$ cat src/rtl/commit_redirect_sequencer_if.sv
// Commit-to-fetch recovery bundle: retire events in, flush/stall/redirect out.
// master = commit/fetch side, slave = the sequencer.
interface commit_redirect_sequencer_if;
  logic        br_valid;
  logic [31:0] br_target;
  logic        br_ds_done;
  logic        ds_valid;
  logic        exc_valid;
  logic        eret_valid;
  logic [31:0] eret_target;
  logic        commit_stall;
  logic        flush_req;
  logic        redirect_valid;
  logic [31:0] redirect_pc;
  logic        redirect_ready;
  logic        busy;

  modport master (
    output br_valid, br_target, br_ds_done, ds_valid,
    output exc_valid, eret_valid, eret_target, redirect_ready,
    input  commit_stall, flush_req, redirect_valid,
    input  redirect_pc, busy
  );

  modport slave (
    input  br_valid, br_target, br_ds_done, ds_valid,
    input  exc_valid, eret_valid, eret_target, redirect_ready,
    output commit_stall, flush_req, redirect_valid,
    output redirect_pc, busy
  );
endinterface

$ cat src/rtl/commit_redirect_sequencer.sv
// Commit-stage recovery FSM: delay-slot wait, timed flush, single redirect.
// Optional REDIRECT_STATS_EN adds mispredict_cnt / exc_cnt counters.
module commit_redirect_sequencer #(
  parameter int unsigned FLUSH_CYCLES = 2,
  parameter logic [31:0] EXC_VECTOR   = 32'hBFC00380
) (
  input  logic clk,
  input  logic rst,
  commit_redirect_sequencer_if.slave rif
`ifdef REDIRECT_STATS_EN
  ,
  output logic [31:0] mispredict_cnt,
  output logic [31:0] exc_cnt
`endif
);

  localparam int CW = $clog2(FLUSH_CYCLES + 1);
  localparam logic [CW-1:0] CNT_LOAD = CW'(FLUSH_CYCLES - 1);

  typedef enum logic [1:0] {
    IDLE,
    WAIT_DS,
    FLUSH,
    REDIRECT
  } state_t;

  state_t        state;
  state_t        state_nxt;
  logic [31:0]   tgt;
  logic [31:0]   tgt_nxt;
  logic [CW-1:0] cnt;
  logic [CW-1:0] cnt_nxt;

  always_comb begin
    state_nxt = state;
    tgt_nxt   = tgt;
    cnt_nxt   = cnt;
    unique case (state)
      IDLE: begin
        if (rif.exc_valid) begin
          tgt_nxt   = EXC_VECTOR;
          state_nxt = FLUSH;
          cnt_nxt   = CNT_LOAD;
        end else if (rif.eret_valid) begin
          tgt_nxt   = rif.eret_target;
          state_nxt = FLUSH;
          cnt_nxt   = CNT_LOAD;
        end else if (rif.br_valid) begin
          tgt_nxt = rif.br_target;
          if (rif.br_ds_done) begin
            state_nxt = FLUSH;
            cnt_nxt   = CNT_LOAD;
          end else begin
            state_nxt = WAIT_DS;
          end
        end
      end
      WAIT_DS: begin
        if (rif.ds_valid) begin
          if (rif.exc_valid) tgt_nxt = EXC_VECTOR;
          state_nxt = FLUSH;
          cnt_nxt   = CNT_LOAD;
        end
      end
      FLUSH: begin
        if (cnt == '0) state_nxt = REDIRECT;
        else           cnt_nxt   = cnt - 1'b1;
      end
      REDIRECT: begin
        if (rif.redirect_ready) state_nxt = IDLE;
      end
      default: state_nxt = IDLE;
    endcase
  end

  // Outputs are decoded from the next state so they line up with it.
  always_ff @(posedge clk) begin
    if (rst) begin
      state              <= IDLE;
      tgt                <= '0;
      cnt                <= '0;
      rif.commit_stall   <= 1'b0;
      rif.flush_req      <= 1'b0;
      rif.redirect_valid <= 1'b0;
      rif.redirect_pc    <= '0;
      rif.busy           <= 1'b0;
    end else begin
      state              <= state_nxt;
      tgt                <= tgt_nxt;
      cnt                <= cnt_nxt;
      rif.commit_stall   <= (state_nxt == FLUSH) ||
                            (state_nxt == REDIRECT);
      rif.flush_req      <= (state_nxt == FLUSH);
      rif.redirect_valid <= (state_nxt == REDIRECT);
      rif.redirect_pc    <= (state_nxt == REDIRECT) ? tgt_nxt : '0;
      rif.busy           <= (state_nxt != IDLE);
    end
  end

`ifdef REDIRECT_STATS_EN
  logic br_acc;
  logic exc_acc;

  assign br_acc  = (state == IDLE) && rif.br_valid &&
                   !rif.exc_valid && !rif.eret_valid;
  assign exc_acc = rif.exc_valid &&
                   ((state == IDLE) ||
                    ((state == WAIT_DS) && rif.ds_valid));

  always_ff @(posedge clk) begin
    if (rst) begin
      mispredict_cnt <= '0;
      exc_cnt        <= '0;
    end else begin
      if (br_acc)  mispredict_cnt <= mispredict_cnt + 32'd1;
      if (exc_acc) exc_cnt        <= exc_cnt + 32'd1;
    end
  end
`endif

endmodule

$ cat src/flat_wrapper.sv
// flat-port wrapper written by rule: the top's interface ports become plain ports
module commit_redirect_sequencer_flat 
#(
  parameter int unsigned FLUSH_CYCLES = 2,
  parameter logic [31:0] EXC_VECTOR   = 32'hBFC00380
)
  (clk, rst, rif_br_valid, rif_br_target, rif_br_ds_done, rif_ds_valid, rif_exc_valid, rif_eret_valid, rif_eret_target, rif_redirect_ready, rif_commit_stall, rif_flush_req, rif_redirect_valid, rif_redirect_pc, rif_busy);
  commit_redirect_sequencer_if rif_i ();
  input  logic clk;
  input  logic rst;
  input wire logic [$bits(rif_i.br_valid)-1:0] rif_br_valid;
  input wire logic [$bits(rif_i.br_target)-1:0] rif_br_target;
  input wire logic [$bits(rif_i.br_ds_done)-1:0] rif_br_ds_done;
  input wire logic [$bits(rif_i.ds_valid)-1:0] rif_ds_valid;
  input wire logic [$bits(rif_i.exc_valid)-1:0] rif_exc_valid;
  input wire logic [$bits(rif_i.eret_valid)-1:0] rif_eret_valid;
  input wire logic [$bits(rif_i.eret_target)-1:0] rif_eret_target;
  input wire logic [$bits(rif_i.redirect_ready)-1:0] rif_redirect_ready;
  output wire logic [$bits(rif_i.commit_stall)-1:0] rif_commit_stall;
  output wire logic [$bits(rif_i.flush_req)-1:0] rif_flush_req;
  output wire logic [$bits(rif_i.redirect_valid)-1:0] rif_redirect_valid;
  output wire logic [$bits(rif_i.redirect_pc)-1:0] rif_redirect_pc;
  output wire logic [$bits(rif_i.busy)-1:0] rif_busy;
  assign rif_i.br_valid = rif_br_valid;
  assign rif_i.br_target = rif_br_target;
  assign rif_i.br_ds_done = rif_br_ds_done;
  assign rif_i.ds_valid = rif_ds_valid;
  assign rif_i.exc_valid = rif_exc_valid;
  assign rif_i.eret_valid = rif_eret_valid;
  assign rif_i.eret_target = rif_eret_target;
  assign rif_i.redirect_ready = rif_redirect_ready;
  assign rif_commit_stall = rif_i.commit_stall;
  assign rif_flush_req = rif_i.flush_req;
  assign rif_redirect_valid = rif_i.redirect_valid;
  assign rif_redirect_pc = rif_i.redirect_pc;
  assign rif_busy = rif_i.busy;
  commit_redirect_sequencer #(.FLUSH_CYCLES(FLUSH_CYCLES), .EXC_VECTOR(EXC_VECTOR)) u_core (.clk(clk), .rst(rst), .rif(rif_i));
endmodule
$ cat config.mk
export PLATFORM = sky130hd
export DESIGN_NAME = commit_redirect_sequencer_flat
export DESIGN_NICKNAME = d
export VERILOG_FILES = /design/src/rtl/commit_redirect_sequencer_if.sv /design/src/rtl/commit_redirect_sequencer.sv /design/src/flat_wrapper.sv
export SDC_FILE = /design/constraint.sdc
export NUM_CORES = 1
export LEC_CHECK = 0
export BUFFER_PORTS_ARGS = -buffer_cell sky130_fd_sc_hd__buf_2
export CELL_PAD_IN_SITES_DETAIL_PLACEMENT = 2
export CELL_PAD_IN_SITES_GLOBAL_PLACEMENT = 2
export CORE_UTILIZATION = 32
export DETAILED_ROUTE_END_ITERATION = 8
export PLACE_DENSITY = 0.85
export SETUP_SLACK_MARGIN = 0.15
export SLEW_MARGIN = 0
export SYNTH_ARGS = -nofsm -noshare
export SYNTH_HDL_FRONTEND = slang
export SYNTH_SLANG_ARGS = --single-unit
$ cat constraint.sdc
create_clock -name clk -period 3.1 [get_ports clk]
set_input_delay 0 -clock clk [delete_from_list [all_inputs] [get_ports clk]]
set_output_delay 0 -clock clk [all_outputs]
set_load 0.02 [all_outputs]
==> metrics.md, run 1 <==
| Metric | Value |
|---|---|
| Run status | complete, no violations |
| Critical path class | flip-flop to flip-flop |
| Nets@finish | ~480 |
| Relative slew slack | 0.272 |
| Clk buf depth | 2 |
| I/O Buffers | 107 |
| Multiplexer share of the synthesized area | 0.152 |
| Vias | around 2,600 |
| Antenna-violating nets left | 0 |
| PD cells | 615 nW/um2 |
| CTS resizes | 0 |
| 1st-iter DRT viols | 40 |
| Row count | 35 |
| Max VDD drop | 0.226 mV |
| Synth warn | 0 |
| Synth Register Bits | 72 |
| Worst R2R Path Depth | 4 |
| Seq pwr share | 0.440 |
| Sequential Area | between 1000 and 1500 um2 |
| Detailed placer's ending HPWL | around 6.3 mm |
| Pint | roughly 1.7 mW |
| Synth Net Count | between 300 and 400 |
| Pre-antenna DRT Iters | 4 |
| TNS Setup | 0 ps |
| Layout Skew | between 7 and 8 ps |
| DRC viols | 0 |
| Global-route wire length before repair | 14.8 mm |
| Switch share | 0.276 |
| Final setup viols | 0 |
| CP startpoint kind | flip-flop |
| Die width | 99.9 um |
| Largest family of logic cells by synthesized area | simple AND/OR/NAND/NOR gates |
| Min-Delay Path Depth | 3 |
| Hold Crit Start | rif_eret_target[27] |
| RD Place Congestion | about 0.7 |
| Syn avg cell area | 9.93 um2 |
| CTS Buf Count | 9 |
| FMAX | 493 MHz |
| Hold_buf cts | 0 |
| Sequential share of the synthesized area | 0.470 |
| Area grow syn2layout | 26.4% |
| Psw | 659 uW |
| Core Util, Final | 0.418 |
| CP required | between 3000 and 4000 ps |
| Die extent in y | 99.9 um |
| Syn Std Cell Area | 3070 um2 |
| Endpoint, Worst Hold | u_core.tgt[27] |
| Fraction of layout cells with a size suffix above 1 | 0.342 |
| Fillcell total | a little over 1,000 |
| Crit path max fanout | 33 |
| Tmin final | roughly 2000 ps |
| Overflow after GRT | 0 |
| Final period utilization | 0.654 |
| Reg-to-reg slack, setup | approximately 1100 ps |
| Clock share of power | 0.369 |
| Worst-Skew Late Latency | between 300 and 400 ps |
| Mapped Cells | around 310 |
| Adder-cell share of the synthesized area | 0.00408 |
| CP Capture Type | flip-flop |
| Gr usage total | 0.194 |
| Worst reg2reg endpoint | u_core.rif.redirect_pc[2] |
| Initial Util | 0.331 |
| CP max stage cell | nor3b_4 |
| Multi-input logic area | about 1500 um2 |
| Compound-Gate Fraction of Synth Area | 0.149 |
| Clock-pin slew on the worst setup and hold paths | 70 ps |
| Core area | 9280 um2 |
| Clock root buffer | clkbuf_8 |
| Xor/xnor cell area share of the yosys netlist | 0 |
| Maximum level of the CTS H-tree | 3 |
| Final non-filler cell total | 538 |
| Leakage | 1.82 nW |
| N_diodes | 0 |
| Unrepaired setup endpoints after global routing | no |
| Worst path cell trace | inv_2, mux2i_1, nor3b_4, and2_1 |
| Slew @ Worst Pin | ~1100 ps |
| Drt total wl | 9.28 mm |
| Total Power | about 2.4 mW |
| Hold Path Class | primary input to flip-flop |
| Gate power share | 0.190 |
| IO Pins | 108 |
| Clock sinks | 72 |
| Fin. Hold Viols | 0 |
| Post-Synth Simple-Gate Area | 0.174 |
| Largest net degree at the start of global routing | 46 |
| Slowest stage delay, CP | around 900 ps |
| Maxcap violations | 0 |
| Avg WL per Cell | between 15 and 20 um |
| Vias in the first global route | 2,945 |
| CTS tree | done |
| Pins Over Slew Limit | 0 |
| Die area | 9990 um2 |
| Cell variety after synth | 31 |
| Critical path arrival | 2300 ps |
| DR vias/cell | a little under 5 |
| Antenna violations before repair | 0 |
| Post CTS Setup Buffer Count | 0 |
| RR Startpoint | u_core.state[0] |
| DP Cell Count | 522 |
worst max-delay path by stage:
stage | startpoint | endpoint | cells past startpoint
after global placement | u_core.state[0] | u_core.rif.redirect_pc[20] | 4
after detailed placement | u_core.state[0] | u_core.rif.redirect_pc[2] | 4
after floorplan | u_core.state[0] | u_core.rif.redirect_pc[0] | 6
after CTS | u_core.state[0] | u_core.rif.redirect_pc[2] | 4
after global routing | u_core.state[0] | u_core.rif.redirect_pc[2] | 4
final | u_core.state[0] | u_core.rif.redirect_pc[2] | 4
state kept, by name (all words and copies together), names as in the netlist:
signal                     cells
u_core.tgt                    32
u_core.state                   2
u_core.rif.busy                1
u_core.cnt                     2
u_core.rif.redirect_pc        32
u_core.rif.redirect_valid      1
u_core.rif.flush_req           1
u_core.rif.commit_stall        1
cells in the final DEF, fill, tap and decap left out:
cell type   netlist  routed
a21oi_1           3       3
o2bb2ai_1         1       1
a21o_1            1       1
a22o_1           20      20
dfxtp_1          72      72
o32ai_1           1       1
clkinvlp_4        0       2
inv_2             1       1
or2_1             1       1
o21bai_1          1       1
or3b_2            1       1
o21a_1            1       1
bufinv_16         0       3
and2_1           20      20
or2_4             1       1
buf_4             4       2
nor3b_4           0       1
mux2i_1          33      33
ha_1              1       1
inv_1             3       3
nand2_1          22      22
buf_2             9     107
mux2_2           12      12
nor2_1           16      16
nor3_4            1       1
clkbuf_1          8       2
a221oi_1          2       2
a21boi_1          1       1
nor2b_1          34      34
clkbuf_8          0       9
a211oi_1         13      13
o21ai_0          21      21
through the flow:
step,worst slack [ps],hold WS (ps),area (um2)
6_report,1070,15.1,3880
4_1_cts,984,3.64,3880
3_5_place_dp,1090,380,3640
3_3_place_gp,1180,358,3640
5_1_grt,870,26.4,3880
2_1_floorplan,1720,206,3070
cell usage after synthesis, drive strengths merged:
library cell | n | area share
o21bai | 1 | 0.0024
o2bb2ai | 1 | 0.0029
a221oi | 2 | 0.0057
nor3 | 1 | 0.0053
a211oi | 13 | 0.032
mux2i | 33 | 0.11
a21boi | 1 | 0.0024
nand2 | 22 | 0.027
nor2 | 16 | 0.020
ha | 1 | 0.0041
mux2 | 12 | 0.044
buf | 16 | 0.035
a22o | 20 | 0.057
o21a | 1 | 0.0024
clkbuf | 9 | 0.011
o32ai | 1 | 0.0029
nor3b | 1 | 0.0041
a21oi | 3 | 0.0049
or3b | 1 | 0.0029
dfxtp | 72 | 0.47
inv | 4 | 0.0049
a21o | 1 | 0.0024
or2 | 2 | 0.0049
nor2b | 34 | 0.069
o21ai | 21 | 0.034
and2 | 20 | 0.041
layout make-up:
class / instances / area share
Multi-Input combinational cell: 208 / 0.380
Sequential cell: 72 / 0.371
Timing Repair Buffer: 109 / 0.142
Tap cell: 129 / 0.0416
Clock buffer: 11 / 0.0339
Clock inverter: 5 / 0.0271
Inverter: 4 / 0.00387
critical path: cells and delay by family, from the launching register on:
family	cells	cell delay (ps)
buf+inv	1	100
flops	1	530
mux	1	180
simple gates	2	1160
per-layer routing:
metal | GRT usage | part of all wire
met5 | 0 | 0
met4 | 0.0645 | 0.013
met3 | 0.0404 | 0.054
met2 | 0.354 | 0.51
met1 | 0.225 | 0.42
logic make-up after synthesis:
kind of cell,Yosys count
buffers and inverters,29
AO/OA/AOI/OAI,65
adder cells (fa/ha/maj),1
multiplexers,45
flip-flops,72
AND/OR/NAND/NOR,97
power by group through the flow:
stage          sequential [mW]  combinational [mW]  clock [mW]
6_report                  1.05               0.454       0.881
5_1_grt                   1.06               0.502       0.945
4_1_cts                   1.05               0.463       0.907
3_5_place_dp              1.07               0.454           0
3_3_place_gp              1.07               0.431           0
2_1_floorplan             1.09               0.286           0
Power figures use the tool's default switching activity.
==> run 2: changes to the inputs <==
--- a/config.mk
+++ b/config.mk
@@ -8,9 +8,9 @@
 export BUFFER_PORTS_ARGS = -buffer_cell sky130_fd_sc_hd__buf_2
 export CELL_PAD_IN_SITES_DETAIL_PLACEMENT = 2
 export CELL_PAD_IN_SITES_GLOBAL_PLACEMENT = 2
-export CORE_UTILIZATION = 32
+export CORE_UTILIZATION = 26
 export DETAILED_ROUTE_END_ITERATION = 8
-export PLACE_DENSITY = 0.85
+export PLACE_DENSITY = 0.74
 export SETUP_SLACK_MARGIN = 0.15
 export SLEW_MARGIN = 0
 export SYNTH_ARGS = -nofsm -noshare
==> constraint.sdc (replaced) <==
create_clock -name clk -period 1.7 [get_ports clk]
set_input_delay 0 -clock clk [delete_from_list [all_inputs] [get_ports clk]]
set_output_delay 0 -clock clk [all_outputs]
set_load 0.02 [all_outputs]
==> metrics.md, run 2 (same netlist as run 1, synthesis figures left out) <==
| Metric | Value |
|---|---|
| Run status | complete, no violations |
| Drt total wl | 9.94 mm (+7.1%) |
| Fin. Hold Viols | 0 (unchanged) |
| Total Power | 4.81 mW (+100%) |
| Antenna violations before repair | 0 (unchanged) |
| RD Place Congestion | 0.703 (+1.6%) |
| Worst path bufs/invs | 2 (+1) |
| Pre-antenna DRT Iters | 4 (unchanged) |
| Gate power share | 0.216 (+0.026) |
| Critical path arrival | 1720 ps (-580 ps) |
| Maxcap violations | 0 (unchanged) |
| Seq pwr share | 0.395 (-0.045) |
| Die area | 12,200 um2 (+23%) |
| CP startpoint kind | flip-flop |
| Dpl ws | -318 ps (-1410 ps) |
| Slew @ Worst Pin | 461 ps (-629 ps) |
| Worst-Skew Late Latency | 330 ps (about the same) |
| Clk buf depth | 2 (unchanged) |
| Core area | 11,500 um2 (+24%) |
| Detailed placer's ending HPWL | 6.47 mm (+3.2%) |
| Overflow after GRT | 0 (unchanged) |
| Area grow syn2layout | 37.7% |
| Relative slew slack | 0.692 (+0.420) |
| Clock root buffer | clkbuf_16 |
| CTS tree | done |
| FMAX | 659 MHz (+34%) |
| M3 GR Usage | 0.0388 (-0.00157) |
| Avg WL per Cell | 17.3 um (+0.22%) |
| Min setup slack post-route | 183 ps (-888 ps) |
| Nets@finish | 500 (+4.8%) |
| Clock sinks | 72 (unchanged) |
| Most Crowded Layer GR | met2 |
| N_diodes | 0 (unchanged) |
| Antenna-violating nets left | 0 (unchanged) |
| Slowest stage delay, CP | 370 ps (-530 ps) |
| Largest net degree at the start of global routing | 39 (-15%) |
| Die width | 111 um (+11%) |
| Final setup viols | 0 (unchanged) |
| Maximum level of the CTS H-tree | 3 (unchanged) |
| Pins Over Slew Limit | 0 (unchanged) |
| Hold Path Class | primary input to flip-flop |
| Max VDD drop | 0.369 mV (+63%) |
| Row count | 39 (+11%) |
| Global-route wire length before repair | 16.1 mm (+8.7%) |
| Global routing met1 resource utilization | 0.192 (-0.0328) |
| Worst path cell trace | inv_1, ha_2, buf_4, or3b_4, nand2_1, o21ai_0, nor2b_1 |
| DR vias/cell | 4.75 (-2.6%) |
| Clock-pin slew on the worst setup and hold paths | 60 ps (about the same) |
| Layout Skew | 7.03 ps (-0.237 ps) |
| Top delay family on crit path | simple AND/OR/NAND/NOR gates |
| CP Capture Type | flip-flop |
| Psw | 1.37 mW (+110%) |
| Crit path max fanout | 2 (-94%) |
| Pint | 3.45 mW (+99%) |
| Unrepaired setup endpoints after global routing | yes |
| Critical path class | flip-flop to flip-flop |
| Tmin final | 1520 ps (-512 ps) |
| Vias | 2,730 (+4.1%) |
| Fraction of layout cells with a size suffix above 1 | 0.398 (+0.0558) |
| Initial Util | 0.268 (-0.0629) |
| Final period utilization | 0.892 (+0.238) |
| Gr usage total | 0.169 (-0.0251) |
| Leakage | 1.99 nW (+9.0%) |
| Clock share of power | 0.389 (+0.020) |
| Die extent in y | 111 um (+11%) |
| DRC viols | 0 (unchanged) |
| CTS Buf Count | 9 (unchanged) |
| TNS Setup | 0 ps (unchanged) |
| PD cells | 1140 nW/um2 (+85%) |
| Fillcell total | 1,267 (+22%) |
| Largest regs | u_core.rif.redirect_pc x32, u_core.tgt x32 |
| CP max stage cell | or3b_4 |
| Switch share | 0.284 (+0.00832) |
| Commonest non-fill, non-tap cell in the layout | buf_2 |
| IO Pins | 108 (unchanged) |
| I/O Buffers | 107 (unchanged) |
| Global Route met2 Usage | 0.302 (-0.0525) |
| CP required | 1900 ps (-1470 ps) |
| Most frequent cells in the layout | buf_2 (107), dfxtp_1 (71), nor2b_1 (34) |
| 1st-iter DRT viols | 60 (+50%) |
| Vias in the first global route | 3,037 (+3.1%) |
[run 2: cell types whose count changed in the layout (fill, tap and decap cells not counted), sizes merged]
cell / previous run / this run
nor3b: 1 / 2
inv: 4 / 5
clkbuf: 11 / 10
bufinv: 3 / 1
clkinv: 0 / 3
clkinvlp: 2 / 1
or2: 2 / 4
buf: 109 / 129
[run 2: through the flow]
step                      cells   util  hold slack [ps]  cell area [um2]
after global placement      549  0.329              351             3770
after floorplan             309      -              206             3070
after CTS                   575  0.367             11.6             4210
final                       575  0.369             17.3             4230
after detailed placement    549  0.329              364             3770
after global routing        575  0.369             35.9             4230
[run 2: area by class of cell]
type | instances | area, um2 | share of cell area
tap | 143 | 179 | 0.0423
timing repair buffer | 129 | 729 | 0.173
inverter | 4 | 15.0 | 0.00355
multi-input combinational | 211 | 1560 | 0.370
sequential | 72 | 1440 | 0.341
clock buffer | 10 | 229 | 0.0542
clock inverter | 6 | 68.8 | 0.0163
[run 2: final timing paths]
| path | endpoint | cells after the start | slack [ps] | from |
|---|---|---|---|---|
| hold / removal | u_core.tgt[27] | 3 | 20 | rif_eret_target[27] |
| setup / recovery | u_core.cnt[0] | 7 | 180 | u_core.cnt[0] |
| hold reg to reg | u_core.cnt[1] | 2 | 510 | u_core.cnt[1] |
| setup reg to reg | u_core.cnt[0] | 7 | 180 | u_core.cnt[0] |
[run 2: repair_timing]
| action | CTS | global route |
|---|---|---|
| hold endpoints to repair | 0 | 0 |
| endpoints found under the setup margin | 52 | 12 |
| cloned | 3 | 0 |
| resized for setup | 12 | 4 |
| hold buffers | 0 | 0 |
| buffers inserted | 7 | 0 |
| pin swaps | 5 | 2 |
[run 2: power groups by stage]
stage               clock (mW)  sequential (mW)  combinational (mW)
floorplan                    0             1.99               0.521
global placement             0             1.93               0.873
detailed placement           0             1.93               0.913
CTS                       1.92             1.90                1.04
global route              2.00             1.92                1.14
finish                    1.87             1.90                1.04
[run 2: tightest hold or removal path: cells and delay by family]
family	cells	cell delay, ps
muxes	1	120
buffers and inverters	1	90
AOI/OAI and AO/OA	1	80
[run 2: metal layers]
metal  vias up  wire [um]
li1       1313          -
met1      1323       4140
met2        77       5130
met3        17        466
met4         0        201
met5         -          0
==> run 3: changes to the inputs <==
--- a/config.mk
+++ b/config.mk
@@ -10,8 +10,9 @@
 export CELL_PAD_IN_SITES_GLOBAL_PLACEMENT = 2
 export CORE_UTILIZATION = 26
 export DETAILED_ROUTE_END_ITERATION = 8
-export PLACE_DENSITY = 0.74
+export PLACE_DENSITY_LB_ADDON = 0.1
 export SETUP_SLACK_MARGIN = 0.15
+export SKIP_LAST_GASP = 1
 export SLEW_MARGIN = 0
 export SYNTH_ARGS = -nofsm -noshare
 export SYNTH_HDL_FRONTEND = slang
==> metrics.md, run 3 (same netlist as run 1, synthesis figures left out) <==
| Metric | Value |
|---|---|
| Final non-filler cell total | 564 (-1.9%) |
| Die width | 111 um (unchanged) |
| Total Power | 4.61 mW (-4.2%) |
| Core Util, Final | 0.360 (-0.00884) |
| Row count | 39 (unchanged) |
| Die area | 12,200 um2 (unchanged) |
| CP startpoint kind | flip-flop |
| CP Capture Type | flip-flop |
| Hold_buf cts | 0 (unchanged) |
| Area grow syn2layout | 34.4% |
| Slowest stage delay, CP | 330 ps (-40 ps) |
| IO Pins | 108 (unchanged) |
| Min setup slack post-route | 154 ps (-29.8 ps) |
| Max VDD drop | 0.373 mV (+1.2%) |
| Worst path cell trace | inv_1, ha_1, buf_4, a21oi_1, o2bb2ai_1, o21ai_0, nor2b_1 |
| DR vias/cell | 4.73 (-0.48%) |
| Leakage | 1.93 nW (-2.6%) |
| Crit path max fanout | 3 (+1) |
| 1st-iter DRT viols | 45 (-25%) |
| Reg-to-reg slack, setup | 150 ps (-30 ps) |
| Most frequent cells in the layout | buf_2 (107), dfxtp_1 (71), nor2b_1 (34) |
| CTS Buf Count | 9 (unchanged) |
| Run status | complete, no violations |
| CP required | 1960 ps (+60 ps) |
| Clock root buffer | clkbuf_16 |
| Antenna-violating nets left | 0 (unchanged) |
| Maximum level of the CTS H-tree | 3 (unchanged) |
| Multi-input logic area | 1520 um2 (-3.0%) |
| RR Startpoint | u_core.cnt[0] |
| Slew @ Worst Pin | 581 ps (+119 ps) |
| Gr usage total | 0.163 (-0.00557) |
| Hold Path Class | primary input to flip-flop |
| N_diodes | 0 (unchanged) |
| Clock-pin slew on the worst setup and hold paths | 50 ps (about the same) |
| Tmin final | 1550 ps (+29.8 ps) |
| Nets@finish | 491 (-1.8%) |
| Maxcap violations | 0 (unchanged) |
| Worst-Skew Late Latency | 330 ps (about the same) |
| Fraction of layout cells with a size suffix above 1 | 0.371 (-0.0276) |
| Fillcell total | 1,285 (+1.4%) |
| Vias in the first global route | 2,929 (-3.6%) |
| Endpoint, Worst Hold | u_core.tgt[31] |
| Final setup viols | 0 (unchanged) |
| Worst reg2reg endpoint | u_core.cnt[0] |
| CP max stage cell | dfxtp_2 |
| Hold Crit Start | rif_eret_target[31] |
| Largest net degree at the start of global routing | 42 (+7.7%) |
| Relative slew slack | 0.612 (-0.0799) |
| Clk buf depth | 2 (unchanged) |
| Pins Over Slew Limit | 0 (unchanged) |
| DP Cell Count | 546 (-0.55%) |
| Layout Skew | 3.63 ps (-3.40 ps) |
| Critical path arrival | 1810 ps (+90 ps) |
| Clock sinks | 72 (unchanged) |
| Largest regs | u_core.rif.redirect_pc x32, u_core.tgt x32 |
| Drt total wl | 9.25 mm (-6.9%) |
| RD Place Congestion | 0.707 (+0.65%) |
| PD cells | 1120 nW/um2 (-1.8%) |
| CTS tree | done |
| Detailed placer's ending HPWL | 6.10 mm (-5.7%) |
| FMAX | 647 MHz (-1.9%) |
| Vias | 2,665 (-2.4%) |
| DRC viols | 0 (unchanged) |
| Antenna violations before repair | 0 (unchanged) |
| Sequential Area | 1440 um2 (unchanged) |
| Unrepaired setup endpoints after global routing | yes |
| Commonest non-fill, non-tap cell in the layout | buf_2 |
| Core area | 11,500 um2 (unchanged) |
| Overflow after GRT | 0 (unchanged) |
| Fin. Hold Viols | 0 (unchanged) |
| Initial Util | 0.268 (unchanged) |
| Avg WL per Cell | 16.4 um (-5.1%) |
| I/O Buffers | 107 (unchanged) |
| Pre-antenna DRT Iters | 4 (unchanged) |
| Die extent in y | 111 um (unchanged) |
| Critical path class | flip-flop to flip-flop |
| Worst R2R Path Depth | 7 (unchanged) |
| Global-route wire length before repair | 15.3 mm (-4.7%) |
| Min-Delay Path Depth | 3 (unchanged) |
| Final period utilization | 0.910 (+0.0175) |
| Dpl ws | -264 ps (+53.9 ps) |
==> run 3: final cells by class <==
type,count,share of cell area
multi-input cells,209,0.368
clock buffers,14,0.0664
flip-flops and latches,72,0.350
well taps,143,0.0434
repair buffers,122,0.169
inverters,4,0.00364
==> run 3: repair_timing <==
action	CTS	global route
pin swaps	1	2
gates cloned	1	0
setup buffers	2	1
setup endpoints to repair	46	61
resized for setup	6	1
==> run 3: worst max-delay path, delay by kind of cell, from the launching register on <==
| kind | cells | cell delay [ps] |
|---|---|---|
| AO/OA/AOI/OAI | 3 | 590 |
| adder cells (fa/ha/maj) | 1 | 230 |
| buffers and inverters | 2 | 200 |
| flip-flops | 1 | 330 |
| AND/OR/NAND/NOR | 1 | 140 |
==> run 3: per-stage QoR <==
step	TNS [ps]	cell area [um2]	hold WS (ps)
after floorplan	0	3070	206
after global placement	-4190	3770	359
after detailed placement	-6540	3770	362
after CTS	0	4100	5.11
after global routing	-102	4130	18.0
final	0	4130	16.5
==> run 3: worst max-delay path by stage <==
stage               slack, ps       startpoint                          to  depth (start not counted)
floorplan                 320  u_core.state[0]   u_core.rif.redirect_pc[0]                          6
finish                    150    u_core.cnt[0]               u_core.cnt[0]                          7
detailed placement       -260    u_core.cnt[0]  u_core.rif.redirect_pc[25]                          6
global route              -50  u_core.state[0]               u_core.tgt[7]                          5
global placement         -210    u_core.cnt[0]  u_core.rif.redirect_pc[31]                          6
CTS                       100  u_core.state[0]               u_core.tgt[8]                          5
==> run 3: layer usage <==
metal  share of wire  up-vias  track usage
met3           0.044       11       0.0416
met2            0.49       64        0.270
met5               0        -            0
met1            0.45     1303        0.200
li1                -     1287            -
met4           0.016        0       0.0720
==> run 3: where the power goes <==
group | internal (mW) | switching [mW] | total, mW
clock network | 1.09 | 0.671 | 1.76
logic | 0.427 | 0.526 | 0.953
registers | 1.83 | 0.0643 | 1.90
total | 3.35 | 1.26 | 4.61
